`src/rtl/alu_issue.sv`:
```
// rtl/alu_issue.sv - issue/writeback controller for the 8-bit combinational ALU
// Three-cycle IDLE/EXEC/DONE sequencer with an 8x8 register file and retire counter.
module alu_issue #(
    parameter int DATA_W = 8,
    parameter int NREG   = 8,
    parameter int AW     = 3,
    parameter int CNT_W  = 16
) (
    input  logic              clk,
    input  logic              rst_n,
    input  logic              instr_valid,
    output logic              instr_ready,
    input  logic [3:0]        instr_op,
    input  logic [AW-1:0]     instr_rd,
    input  logic [AW-1:0]     instr_rs,
    input  logic [AW-1:0]     instr_rt,
    input  logic [DATA_W-1:0] instr_imm,
    output logic [3:0]        alu_ctrl,
    output logic [DATA_W-1:0] alu_x,
    output logic [DATA_W-1:0] alu_y,
    input  logic [DATA_W-1:0] alu_out,
    input  logic              alu_carry,
    output logic              res_valid,
    output logic [DATA_W-1:0] res_data,
    output logic              res_carry,
    output logic              carry_flag,
    input  logic [AW-1:0]     rd_addr,
    output logic [DATA_W-1:0] rd_data,
    output logic [CNT_W-1:0]  retired_cnt
);

    typedef enum logic [1:0] {
        ST_IDLE = 2'd0,
        ST_EXEC = 2'd1,
        ST_DONE = 2'd2
    } state_t;

    localparam logic [3:0] OP_ADD      = 4'b0000;
    localparam logic [3:0] OP_SUB      = 4'b0001;
    localparam logic [3:0] OP_LAST_ALU = 4'b1100;
    localparam logic [3:0] OP_LDI      = 4'b1101;

    state_t state_q, state_d;

    logic [3:0]        op_q, op_d;
    logic [AW-1:0]     rd_q, rd_d;
    logic [DATA_W-1:0] imm_q, imm_d;
    logic [DATA_W-1:0] opx_q, opx_d;
    logic [DATA_W-1:0] opy_q, opy_d;
    logic [DATA_W-1:0] regs_q [NREG];
    logic [DATA_W-1:0] regs_d [NREG];
    logic              res_valid_q, res_valid_d;
    logic [DATA_W-1:0] res_data_q, res_data_d;
    logic              res_carry_q, res_carry_d;
    logic              carry_flag_q, carry_flag_d;
    logic [CNT_W-1:0]  retired_cnt_q, retired_cnt_d;

    logic is_arith;
    assign is_arith = (op_q == OP_ADD) || (op_q == OP_SUB);

    always_ff @(posedge clk or negedge rst_n) begin
        if (!rst_n) begin
            state_q <= ST_IDLE;
        end else begin
            state_q <= state_d;
        end
    end

    always_comb begin
        state_d = state_q;
        case (state_q)
            ST_IDLE: if (instr_valid) state_d = ST_EXEC;
            ST_EXEC: state_d = ST_DONE;
            ST_DONE: state_d = ST_IDLE;
            default: state_d = ST_IDLE;
        endcase
    end

    always_comb begin
        instr_ready = 1'b0;
        alu_ctrl    = OP_LDI;
        alu_x       = '0;
        alu_y       = '0;
        case (state_q)
            ST_IDLE: instr_ready = 1'b1;
            ST_EXEC: begin
                alu_ctrl = op_q;
                alu_x    = opx_q;
                alu_y    = opy_q;
            end
            default: ;
        endcase
    end

    always_comb begin
        op_d          = op_q;
        rd_d          = rd_q;
        imm_d         = imm_q;
        opx_d         = opx_q;
        opy_d         = opy_q;
        regs_d        = regs_q;
        res_valid_d   = (state_q == ST_EXEC);
        res_data_d    = res_data_q;
        res_carry_d   = res_carry_q;
        carry_flag_d  = carry_flag_q;
        retired_cnt_d = retired_cnt_q;
        case (state_q)
            ST_IDLE: begin
                // Operands are snapshotted here; rd==rs/rt is safe because writeback lands later.
                if (instr_valid) begin
                    op_d  = instr_op;
                    rd_d  = instr_rd;
                    imm_d = instr_imm;
                    opx_d = regs_q[instr_rs];
                    opy_d = regs_q[instr_rt];
                end
            end
            ST_EXEC: begin
                if (op_q == OP_LDI) begin
                    regs_d[rd_q] = imm_q;
                    res_data_d   = imm_q;
                end else if (op_q <= OP_LAST_ALU) begin
                    regs_d[rd_q] = alu_out;
                    res_data_d   = alu_out;
                end else begin
                    res_data_d = '0;
                end
                if (is_arith) begin
                    res_carry_d  = alu_carry;
                    carry_flag_d = alu_carry;
                end else begin
                    res_carry_d = 1'b0;
                end
            end
            ST_DONE: retired_cnt_d = retired_cnt_q + CNT_W'(1);
            default: ;
        endcase
    end

    always_ff @(posedge clk or negedge rst_n) begin
        if (!rst_n) begin
            op_q          <= '0;
            rd_q          <= '0;
            imm_q         <= '0;
            opx_q         <= '0;
            opy_q         <= '0;
            res_valid_q   <= 1'b0;
            res_data_q    <= '0;
            res_carry_q   <= 1'b0;
            carry_flag_q  <= 1'b0;
            retired_cnt_q <= '0;
            for (int i = 0; i < NREG; i++) begin
                regs_q[i] <= '0;
            end
        end else begin
            op_q          <= op_d;
            rd_q          <= rd_d;
            imm_q         <= imm_d;
            opx_q         <= opx_d;
            opy_q         <= opy_d;
            res_valid_q   <= res_valid_d;
            res_data_q    <= res_data_d;
            res_carry_q   <= res_carry_d;
            carry_flag_q  <= carry_flag_d;
            retired_cnt_q <= retired_cnt_d;
            regs_q        <= regs_d;
        end
    end

    assign res_valid   = res_valid_q;
    assign res_data    = res_data_q;
    assign res_carry   = res_carry_q;
    assign carry_flag  = carry_flag_q;
    assign retired_cnt = retired_cnt_q;
    assign rd_data     = regs_q[rd_addr];

endmodule

```
`config.mk`:
```
export PLATFORM = sky130hd
export DESIGN_NAME = alu_issue
export DESIGN_NICKNAME = d
export VERILOG_FILES = /design/src/rtl/alu_issue.sv
export SDC_FILE = /design/constraint.sdc
export NUM_CORES = 1
export LEC_CHECK = 0
export CORE_AREA = 2 2 109 111
export CTS_CLUSTER_SIZE = 25
export DETAILED_ROUTE_END_ITERATION = 10
export DIE_AREA = 0 0 111 113
export PLACE_DENSITY = 0.93
export SLEW_MARGIN = 20
export SYNTH_ARGS = -nofsm -noshare
export SYNTH_HDL_FRONTEND = slang
export SYNTH_SLANG_ARGS = --single-unit
```
`constraint.sdc`:
```
create_clock -name clk -period 5.6 [get_ports clk]
set_input_delay 0.56 -clock clk [delete_from_list [all_inputs] [get_ports clk]]
set_output_delay 0.56 -clock clk [all_outputs]
set_load 0.03 [all_outputs]
```
* After elaboration in Yosys (flattened, before gate mapping)
Index checks and enable logic that the tools add are counted.
** Cells by class
- Add/subtract/negate cells :: 1
- Magnitude comparators :: 6
- Eq/ne operators :: 5
- Mux-type cells :: 24
- Bitwise gates (word level) :: 4
- Reductions and logical operators :: 8
** Operator list (count)
- $bwmux W64 :: 2
- $mux W64 :: 2
- $mux W8 :: 11
- $bmux W8 S3 :: 3
- $demux W8 S3 :: 1
- $add A16 B1 Y16 const B :: 1
- $ge A4 B4 Y1 const B :: 4
- $not A3 Y4 :: 4
- $reduce_and A2 Y1 :: 3
- $eq A4 B1 Y1 const B :: 1
- $eq A4 B4 Y1 const B :: 1
- $le A4 B4 Y1 const B :: 1
- $logic_not A4 Y1 :: 1
- $lt A4 B1 Y1 const B :: 1
- $mux W4 :: 1
- $pmux W2 S2 :: 1
- $eq A2 B1 Y1 const B :: 1
- $eq A2 B2 Y1 const B :: 1
- $logic_not A2 Y1 :: 1
- $mux W1 :: 2
- $mux W2 :: 1
- $ne A2 B2 Y1 const B :: 1
- $reduce_bool A2 Y1 :: 1
- $logic_and A1 B1 Y1 :: 1
- $logic_or A1 B1 Y1 :: 1
** Storage, ports and cells
- Register bits after elaboration :: 124
- Word-level logic and storage cells :: 67

* Depth between registers and ports, before layout
- Depth in word-level cells :: 8
- Mapped depth :: 7

* Worst setup path before layout
Ideal clock, no wire load.
- Path kind :: input-to-output
- Start :: input rd_addr[0]
- End :: output rd_data[0]
- Arrival :: 1.952 ns
- Required time :: 5.040 ns
- Setup slack :: 3.088 ns
- Stages :: 4
- Cell sequence :: buf_2 > buf_2 > mux4_2 > mux2_2
** Between the ends
- Cells in the longest elaborated chain, start to end :: 4
** Ends and longest elaborated chain
- from (decl) :: RTL line 27 : input logic [AW-1:0] rd_addr,
- $not A3 Y4 (not written as such) :: RTL line 175 : assign rd_data = regs_q[rd_addr];
- $bmux W8 S3 :: RTL line 175
- $mux W8 (not written as such) (2 in a row) :: RTL line 175
- to (decl) :: RTL line 28 : output logic [DATA_W-1:0] rd_data,
No other way between the ends. The select of a mux whose other input is x is not followed.

* Final worst setup path
- Start :: register state_q[1]
- End :: output alu_ctrl[3]
** Between the ends
- Cells in the longest elaborated chain, start to end :: 2
** Ends and longest elaborated chain
- from (decl) :: RTL line 43 : state_t state_q, state_d;
- from (signal assigned) :: RTL line 65 : state_q <= state_d;
- $eq A2 B1 Y1 :: RTL line 84 : case (state_q)
- $mux W4 :: RTL line 84
- to (decl) :: RTL line 18 : output logic [3:0] alu_ctrl,
No other way between the ends.

==> reports/metrics.cfg <==
[status]
status = complete, no violations

[clocking]
clockBufferDepth = 2
post_cts_buffers = 0
clk_pin_slew_worst_paths_ns = 0.06
hold_buffers = 0
cts_tree = yes
cts-resized-gates = 0
root_buffer = clkbuf_16
cts_sinks = 124
h-tree-depth = 4
cts_buffers = 17
clock_latency_ns = 0.42

[placed_design]
gp_congestion = 0.8976
placed_cell_area_um2 = 7373
hpwl_um = 11260
portBuffers = 91

[grt]
grt_pass1_vias = 5326
grt_util_all_layers = 0.2801
grt_pass1_wl_um = 27610
antenna_found_initial = 0
grt_max_degree = 81
overflow = 0

[sta]
finalCritPeriodShare = 0.6729
maxSlewViolCount = 0
setup_viol = 0
rsz0062_at_grt = false
final.setup.tns_ns = 0
maxSlewHeadroom = 0.2622
skew_ns = 0.01109
fin_crit_ns = 3.768
finalHoldViolCount = 0
worst_pin_slew_ns = 1.100
max_clock_freq_mhz = 265.4

[worst_setup_path]
cp-end-kind = primary output
timing_worst_setup_path_type = reg -> out
path_delay_family = buffers and inverters
path_cells = nand2b_1, inv_1, nand2b_1, clkdlybuf4s50_1
cp_common_cell = nand2b_1
rr_startpoint = state_q[1]$_DFFE_PN0P_
required_ns = 5.04
r2r_setup_slack_ns = 2.87
arrival_ns = 3.21
critPathSlowestCell = nand2b_1
worst-path-buf-inv = 2
r2r_cells = 5
cp_slowest_stage_delay_ns = 0.76
r2r-end = carry_flag$_DFFE_PN0P_
worst-path-max-fanout = 29
startpoint_type = flop

[yosys]
synth_cell_types = 38
yosysSeqAreaShare = 0.4757
synth-warning-count = 0
syn_nets = 674
syn-cell-area_um2 = 6523
synth_seq_cells = 124
synthCells = 637
syn_avg_cell_area_um2 = 10.24

[detailed_routing]
wl_um = 17080
detail-route-antenna-nets = 0
drt_iter0_markers = 684
wire_per_inst_um = 19.95
remaining_drc_errors = 0
via_count = 5363
drt-pass1-iter-count = 7
via_per_inst = 6.265

[die]
start_util = 0.5786
fp.dieW_um = 111
rows = 39
die_area_um2 = 12540
die_h_um = 113
coreArea_um2 = 11270
ios = 92

[power]
swShare = 0.3647
ir_drop_v = 0.0002830
intPower_mw = 2.522
leakage_nw = 3.498
p_per_area_nw_per_um2 = 500.5
comb_power_share = 0.332
clkPwrFrac = 0.263
seqPwrFrac = 0.405
switching_power_mw = 1.447

[min_path]
hold_class = in -> async

[cells_and_area]
area_growth_pct = 21.58
nets = 739
antennaDiodeCount = 0
final_area_um2 = 7930
drive_gt1_frac = 0.1038

[run]
cap_violations = 0

==> routing by layer <==
layer / up-vias / global-route usage / part of all wire / wire length, um
li1: 2376 / - / - / -
met1: 2636 / 0.3690 / 0.40 / 6887
met2: 294 / 0.4548 / 0.48 / 8225
met3: 57 / 0.05731 / 0.078 / 1326
met4: 0 / 0.1242 / 0.038 / 641
met5: - / 0 / 0 / 0
==> flip-flops by register name (all words and copies together) (netlist names) <==
register and count:
state_q 2, opy_q 8, rd_q 3, imm_q 8
res_carry 1, res_valid 1, retired_cnt 16, opx_q 8
op_q 4, carry_flag 1, res_data 8, regs_q 64
==> worst max path at each step <==
| stage | start | to | slack (ns) | depth (start not counted) |
|---|---|---|---|---|
| floorplan | rd_addr[0] | rd_data[0] | 3.09 | 4 |
| global placement | rd_addr[0] | rd_data[7] | 1.76 | 4 |
| detailed placement | rd_addr[0] | rd_data[3] | 1.71 | 4 |
| CTS | rd_addr[0] | rd_data[3] | 1.70 | 4 |
| global route | state_q[1]$_DFFE_PN0P_ | alu_ctrl[3] | 1.60 | 4 |
| finish | state_q[1]$_DFFE_PN0P_ | alu_ctrl[3] | 1.83 | 4 |
==> per-stage QoR <==
| step | hold slack [ns] | setup slack (ns) | util | std cells | power (mW) |
|---|---|---|---|---|---|
| after global routing | 0.2403 | 1.603 | 0.7035 | 856 | 4.178 |
| after floorplan | 0.2644 | 3.088 | - | 637 | 2.409 |
| after global placement | 0.4540 | 1.758 | 0.6541 | 826 | 2.812 |
| after CTS | 0.3614 | 1.701 | 0.7036 | 856 | 3.960 |
| after detailed placement | 0.4598 | 1.706 | 0.6541 | 826 | 2.900 |
| final | 0.1746 | 1.832 | 0.7035 | 856 | 3.969 |
==> Yosys cell counts <==
library cell / instances / area (um^2)
nor2_1: 55 / 206.5
a22oi_1: 32 / 240.2
o21ai_0: 4 / 20.02
and4_1: 2 / 17.52
a22o_1: 1 / 8.760
nor2b_1: 5 / 31.28
nand3_1: 21 / 105.1
inv_1: 3 / 11.26
buf_1: 10 / 37.54
and2_1: 19 / 118.9
o21ai_2: 8 / 70.07
ha_1: 1 / 12.51
inv_2: 1 / 3.750
nor4_4: 4 / 85.08
nor3_1: 1 / 5.000
dfrtp_1: 124 / 3103
and4b_1: 2 / 20.02
buf_2: 19 / 95.09
and3b_1: 1 / 8.760
or2_2: 1 / 6.260
o211ai_1: 1 / 7.510
a221oi_1: 8 / 70.07
buf_8: 1 / 15.01
a21oi_1: 32 / 160.2
mux4_2: 16 / 360.4
buf_6: 4 / 45.04
xnor2_1: 8 / 70.07
clkbuf_1: 13 / 48.80
or4_1: 4 / 30.03
xor2_1: 7 / 61.31
o21ai_1: 21 / 105.1
mux2_2: 10 / 112.6
mux2i_2: 1 / 13.76
nand2b_1: 6 / 37.54
nand4_1: 5 / 31.28
and3_1: 2 / 12.51
mux2i_1: 71 / 710.7
nand2_1: 113 / 424.2
==> placed cells by master (no fill, tap or decap), types with 5 or more instances in the layout <==
master,count
nor2b_1,5
clkinv_2,5
mux4_2,16
a221oi_1,8
dfrtp_1,124
mux2_2,10
o21ai_2,8
nand2b_1,6
xor2_1,7
nand3_1,21
xnor2_1,8
o21ai_1,21
a22oi_1,32
mux2i_1,71
a21oi_1,32
and2_1,19
nor2_1,55
nand2_1,113
clkbuf_16,17
nand4_1,5
clkdlybuf4s50_1,87
==> layout make-up <==
cell class | instances | area [um^2]
Multi-Input combinational cell | 462 | 3163
Inverter | 4 | 15.01
Tap cell | 143 | 178.9
Clock inverter | 8 | 93.84
Timing Repair Buffer | 93 | 912.1
Sequential cell | 124 | 3103
Fill cell | 800 | 3342
Clock buffer | 22 | 464.2
==> power groups by stage <==
stage	Combinational, mW	Sequential, mW	Clock [mW]
floorplan	0.838	1.57	0
global placement	1.25	1.56	0
detailed placement	1.30	1.59	0
CTS	1.32	1.59	1.05
global route	1.43	1.65	1.10
finish	1.32	1.61	1.05
==> logic make-up after synthesis <==
logic type	Yosys count	share of synthesized area
adders and majority gates	1	0.001918
AOI/OAI and AO/OA	107	0.1045
xor gates and xnor gates	15	0.02014
buffers and inverters	51	0.03932
DFF	124	0.4757
and+or+nand+nor	241	0.1748
muxes	98	0.1836
(Power assumes the default switching activity.)
==> RTL change 1 (same flow settings) <==
Set the parameter `NREG` to 16 (it was 8).
--- a/src/rtl/alu_issue.sv
+++ b/src/rtl/alu_issue.sv
@@ -3,5 +3,5 @@
 module alu_issue #(
     parameter int DATA_W = 8,
-    parameter int NREG   = 8,
+    parameter int NREG   = 16,
     parameter int AW     = 3,
     parameter int CNT_W  = 16
Check against the original RTL: same outputs for any inputs over 4 cycles, from zero or initial values and one cycle with rst_n low; that may be too few to reach the edited logic, so the function may still have changed.
==> RTL change 1 against the original RTL <==
- cell area decreased by 0.52%
- setup slack got worse by 0.021 ns
- routed wire length increased by 5.1%
- global-route usage is 0.91 points higher
- synthesized area fell by 0.63%
- worst hold slack improved by 0.10 ns
- first-iteration DRC count down 14%
- register-to-register slack worse by 0.46 ns
- power shrank 1.0%
- sequential cell count unchanged
- cell count rose by 0.35%
- critical path type unchanged
- largest cell class unchanged
- highest routed layer unchanged
==> RTL change 1: results (changes against the original RTL) <==
| Metric | Value |
|---|---|
| Met3 Use GR | 0.0643 (+0.00696) |
| VDD IR max | 0.000424 V (+50%) |
| Largest stage delay on the critical path | 0.76 ns (about the same) |
| Mux share of post-synthesis cell area | 0.185 (+0.00117) |
| First-pass GRT wire length | 28.1 mm (+1.9%) |
| Synth Area in Compound Gates | 0.103 (-0.00107) |
| GR Util met2 | 0.484 (+0.0294) |
| Slew HR | 0.251 (-0.0114) |
| Placement Setup Slack | 1.67 ns (-0.0354 ns) |
| M1 WL | 6.78 mm (-1.5%) |
| Leak | 3.50 nW (about the same) |
| Clock Power | 0.000982 W (-6%) |
| H-Tree Depth | 4 (unchanged) |
| Share of layout cells above drive strength 1 | 0.0922 (-0.0116) |
| TritonRoute pass-1 iters | 5 (-2) |
| Synth Area in XOR/XNOR | 0.0203 (+0.000128) |
| Met1 usage | 0.348 (-0.0208) |
| Post-synthesis sequential area ratio | 0.479 (+0.00303) |
| Total GRT Usage | 0.289 (+0.00911) |
| Power share of the combinational group | 0.341 (+0.009) |
| Placer Congestion | 0.938 (+4.5%) |
| Top post-synthesis cells by area | dfrtp_1 (48%), mux2i_1 (11%), nand2_1 (6.7%) |
| Net switching power | 0.00146 W (+0.85%) |
| Max FO, Critical Path | 30 (+3.4%) |
| DR WL met3 | 1.57 mm (+18%) |
| Synth unique cells | 39 (+2.6%) |
| Vias in the first global route | 5,418 (+1.7%) |
| Fin cells | 859 (+0.35%) |
| Largest net degree at the start of global routing | 76 (-6.2%) |
| Vias per std cell | 6.43 (+2.7%) |
| Met2 WL | 8.75 mm (+6.4%) |
| Worst EP arrival | 3.23 ns (+0.02 ns) |
| DP Area | 7370 sq um (about the same) |
| NumNets Final | 742 (+0.41%) |
| Mean routed wirelength per cell | 20.9 microns (+4.7%) |
| HPWL Detailed | 11.9 mm (+5.3%) |
| DRT iter0 DRCs | 588 (-14%) |
| Skew final | 0.00679 ns (-0.00430 ns) |
| Outcome | finished, final reports clean |
| Post-synthesis adder-cell area fraction | 0.00193 (+0.0000122) |
| Total Power | 0.00393 W (-1.0%) |
## RTL change 1: final cells by class
cell class,count,area (sq um)
Sequential cell,124,3100
Timing Repair Buffer,93,908
Tap cell,143,179
Fill cell,805,3380
Clock inverter,1,5.00
Clock buffer,29,520
Inverter,5,18.8
Multi-Input combinational cell,464,3150
## RTL change 1: path summary, 6_finish.rpt
path	from	to	slack, ns	depth (start not counted)
setup / recovery	state_q[1]$_DFFE_PN0P_	alu_ctrl[2]	1.81	4
hold / removal	rst_n	regs_q[82]$_DFFE_PN0P_	0.27	1
setup reg to reg	state_q[1]$_DFFE_PN0P_	regs_q[112]$_DFFE_PN0P_	2.41	5
hold reg to reg	opx_q[2]$_DFFE_PN0P_	opx_q[2]$_DFFE_PN0P_	0.46	2
max in group asynchronous	rst_n	regs_q[101]$_DFFE_PN0P_	4.08	2
min in group clk	opx_q[2]$_DFFE_PN0P_	opx_q[2]$_DFFE_PN0P_	0.46	2
==> RTL change 2 (config.mk and constraints unchanged) <==
Made on the original files. Put one more register stage on the output `retired_cnt`, without a reset. The value now appears one clock later. The other outputs are not delayed to match.
--- a/src/rtl/alu_issue.sv
+++ b/src/rtl/alu_issue.sv
@@ -172,5 +172,7 @@
     assign res_carry   = res_carry_q;
     assign carry_flag  = carry_flag_q;
-    assign retired_cnt = retired_cnt_q;
+    always_ff @(posedge clk) begin
+        retired_cnt <= retired_cnt_q;
+    end
     assign rd_data     = regs_q[rd_addr];
 
Behaviour: not the same (Yosys sat finds a counterexample within 4 cycles, from zero or initial values and one cycle with rst_n low).
==> RTL change 2 against the original RTL <==
- sequential power rose by 9.9%
- synthesized area increased by 2.2%
- power grew 7.3%
- critical path depth is 1 higher
- sequential cell count up 16
- cell area increased by 2.5%
- non-clock buffer count unchanged
- sequential share of layout area grew 3.0 points
- setup slack better by 0.26 ns
- routed wire length is 1.7% lower
- critical path type unchanged
- largest cell class is now flip-flops and latches
- largest power group unchanged
==> RTL change 2: results (changes against the original RTL) <==
| Metric | Value |
|---|---|
| Outcome | finished, final reports clean |
| Ant. Diodes | 0 (unchanged) |
| Initial antenna violation count | 0 (unchanged) |
| Post-synth EDFFs | 0 (unchanged) |
| Ys flop type | dfrtp_1 |
| GR Util met2 | 0.461 (+0.00613) |
| Met3 Use GR | 0.0664 (+0.00911) |
| Synth unique cells | 39 (+2.6%) |
| Worst path slowest cell | inv_1 |
| First-pass GRT wire length | 27.1 mm (-1.7%) |
| Top flop regs | regs_q (64), retired_cnt (16), retired_cnt_q (16) |
| VDD IR max | 0.000297 V (+5.1%) |
| Fillers | 725 (-9.4%) |
| Clk pin slew, worst setup/hold paths | 0.06 ns (about the same) |
| PostCTS Resize Cnt | 0 (unchanged) |
| Total wire length | 16.8 mm (-1.7%) |
| Placer Congestion | 0.868 (-3.3%) |
| Post-synthesis sequential area ratio | 0.514 (+0.0379) |
| Top post-synthesis cells by area | dfrtp_1 (47%), mux4_2 (16%), dfxtp_1 (4.8%) |
| Routed Antenna Nets | 0 (unchanged) |
| CTS buffer count | 17 (unchanged) |
| Root Driver | clkbuf_16 |
| Later-pin clock latency in the skew report | 0.42 ns (about the same) |
| Share of layout cells above drive strength 1 | 0.187 (+0.0832) |
| H-Tree Depth | 4 (unchanged) |
| CTS Buffer Depth | 2 (unchanged) |
| Met2 WL | 8.42 mm (+2.4%) |
| Largest stage delay on the critical path | about 0.75 ns |
| TritonRoute pass-1 iters | 5 (-2) |
| Port Buf Inserts | 91 (unchanged) |
| Total GRT Usage | 0.281 (+0.00104) |
| R2R cell count | 5 (unchanged) |
| Synth Warn # | 0 (unchanged) |
| R2R setup slack | 2.51 ns (-0.36 ns) |
| Post-CTS Setup Bufs | 0 (unchanged) |
| Placement Setup Slack | 1.69 ns (-0.0121 ns) |
| Skew final | 0.00887 ns (-0.00222 ns) |
| M1 WL | 6.24 mm (-9.4%) |
| Net count after synthesis | 582 (-14%) |
| Max FO, Critical Path | 30 (+3.4%) |
| Hold Path Class | in -> async |
| Top delay family on crit path | buffers and inverters |
| Switch share | 0.363 (-0.00141) |
| RR Endpoint | regs_q[50]$_DFFE_PN0P_ |
| NumNets Final | 655 (-11%) |
| Commonest cells in the synthesized netlist | dfrtp_1 (124), nor2_1 (68), a21oi_1 (48), mux4_2 (48), nand2_1 (39) |
| Largest net degree at the start of global routing | 68 (-16%) |
| Vias per std cell | 6.44 (+2.9%) |
| Top Layer Used | met4 |
| Worst Setup SP | state_q[1]$_DFFE_PN0P_ |
| HPWL Detailed | 10.7 mm (-5.3%) |
| Met1 usage | 0.352 (-0.0173) |
| DRT iter0 DRCs | 732 (+7.0%) |
| Fraction of registers with async set/reset | 0.886 (-0.114) |
| Worst EP arrival | 2.95 ns (-0.26 ns) |
| Slew HR | 0.224 (-0.0383) |
| Leak | 3.24 nW (-7.5%) |
| DR WL met3 | 1.43 mm (+8.0%) |
| Vias in the first global route | 5,199 (-2.4%) |
RTL change 2: cells by family (layout without fill, tap and decap cells):
group / Yosys count / in the layout / share of synthesized area
buffers and inverters: 43 / 129 / 0.0315
DFF: 140 / 140 / 0.514
xor gates and xnor gates: 15 / 15 / 0.0197
and+or+nand+nor: 159 / 159 / 0.119
AOI/OAI and AO/OA: 91 / 91 / 0.0749
muxes: 96 / 96 / 0.239
adders and majority gates: 1 / 1 / 0.00188
RTL change 2: worst max path at each step:
| stage | endpoint | depth (start not counted) | slack, ns |
|---|---|---|---|
| finish | alu_y[7] | 5 | 2.09 |
| global route | alu_y[7] | 5 | 1.96 |
| CTS | rd_data[7] | 4 | 1.65 |
| detailed placement | rd_data[1] | 4 | 1.69 |
| global placement | rd_data[1] | 4 | 1.78 |
| floorplan | rd_data[0] | 4 | 3.09 |
RTL change 2: area by class of cell:
| class | count | area share |
|---|---|---|
| multi-input combinational | 362 | 0.374 |
| timing repair buffer | 93 | 0.112 |
| clock buffer | 21 | 0.0592 |
| tap | 143 | 0.0220 |
| clock inverter | 11 | 0.0102 |
| inverter | 4 | 0.00185 |
| sequential | 140 | 0.421 |
RTL change 2: power groups by stage:
stage	clock network [W]	registers, W	logic, W
after floorplan	0	0.00170	0.000910
after global placement	0	0.00168	0.00133
after detailed placement	0	0.00174	0.00140
after CTS	0.00107	0.00174	0.00143
after global routing	0.00111	0.00180	0.00153
final	0.00106	0.00177	0.00143
RTL change 2: per-stage QoR:
stage                     power (W)  hold WS [ns]   util  area, sq um  instances
after floorplan             0.00261         0.264      -         6670        545
after global placement      0.00302         0.379  0.673         7580        742
after detailed placement    0.00314         0.387  0.673         7580        742
after CTS                   0.00424         0.271  0.723         8150        774
after global routing        0.00444         0.320  0.721         8130        774
final                       0.00426         0.241  0.721         8130        774
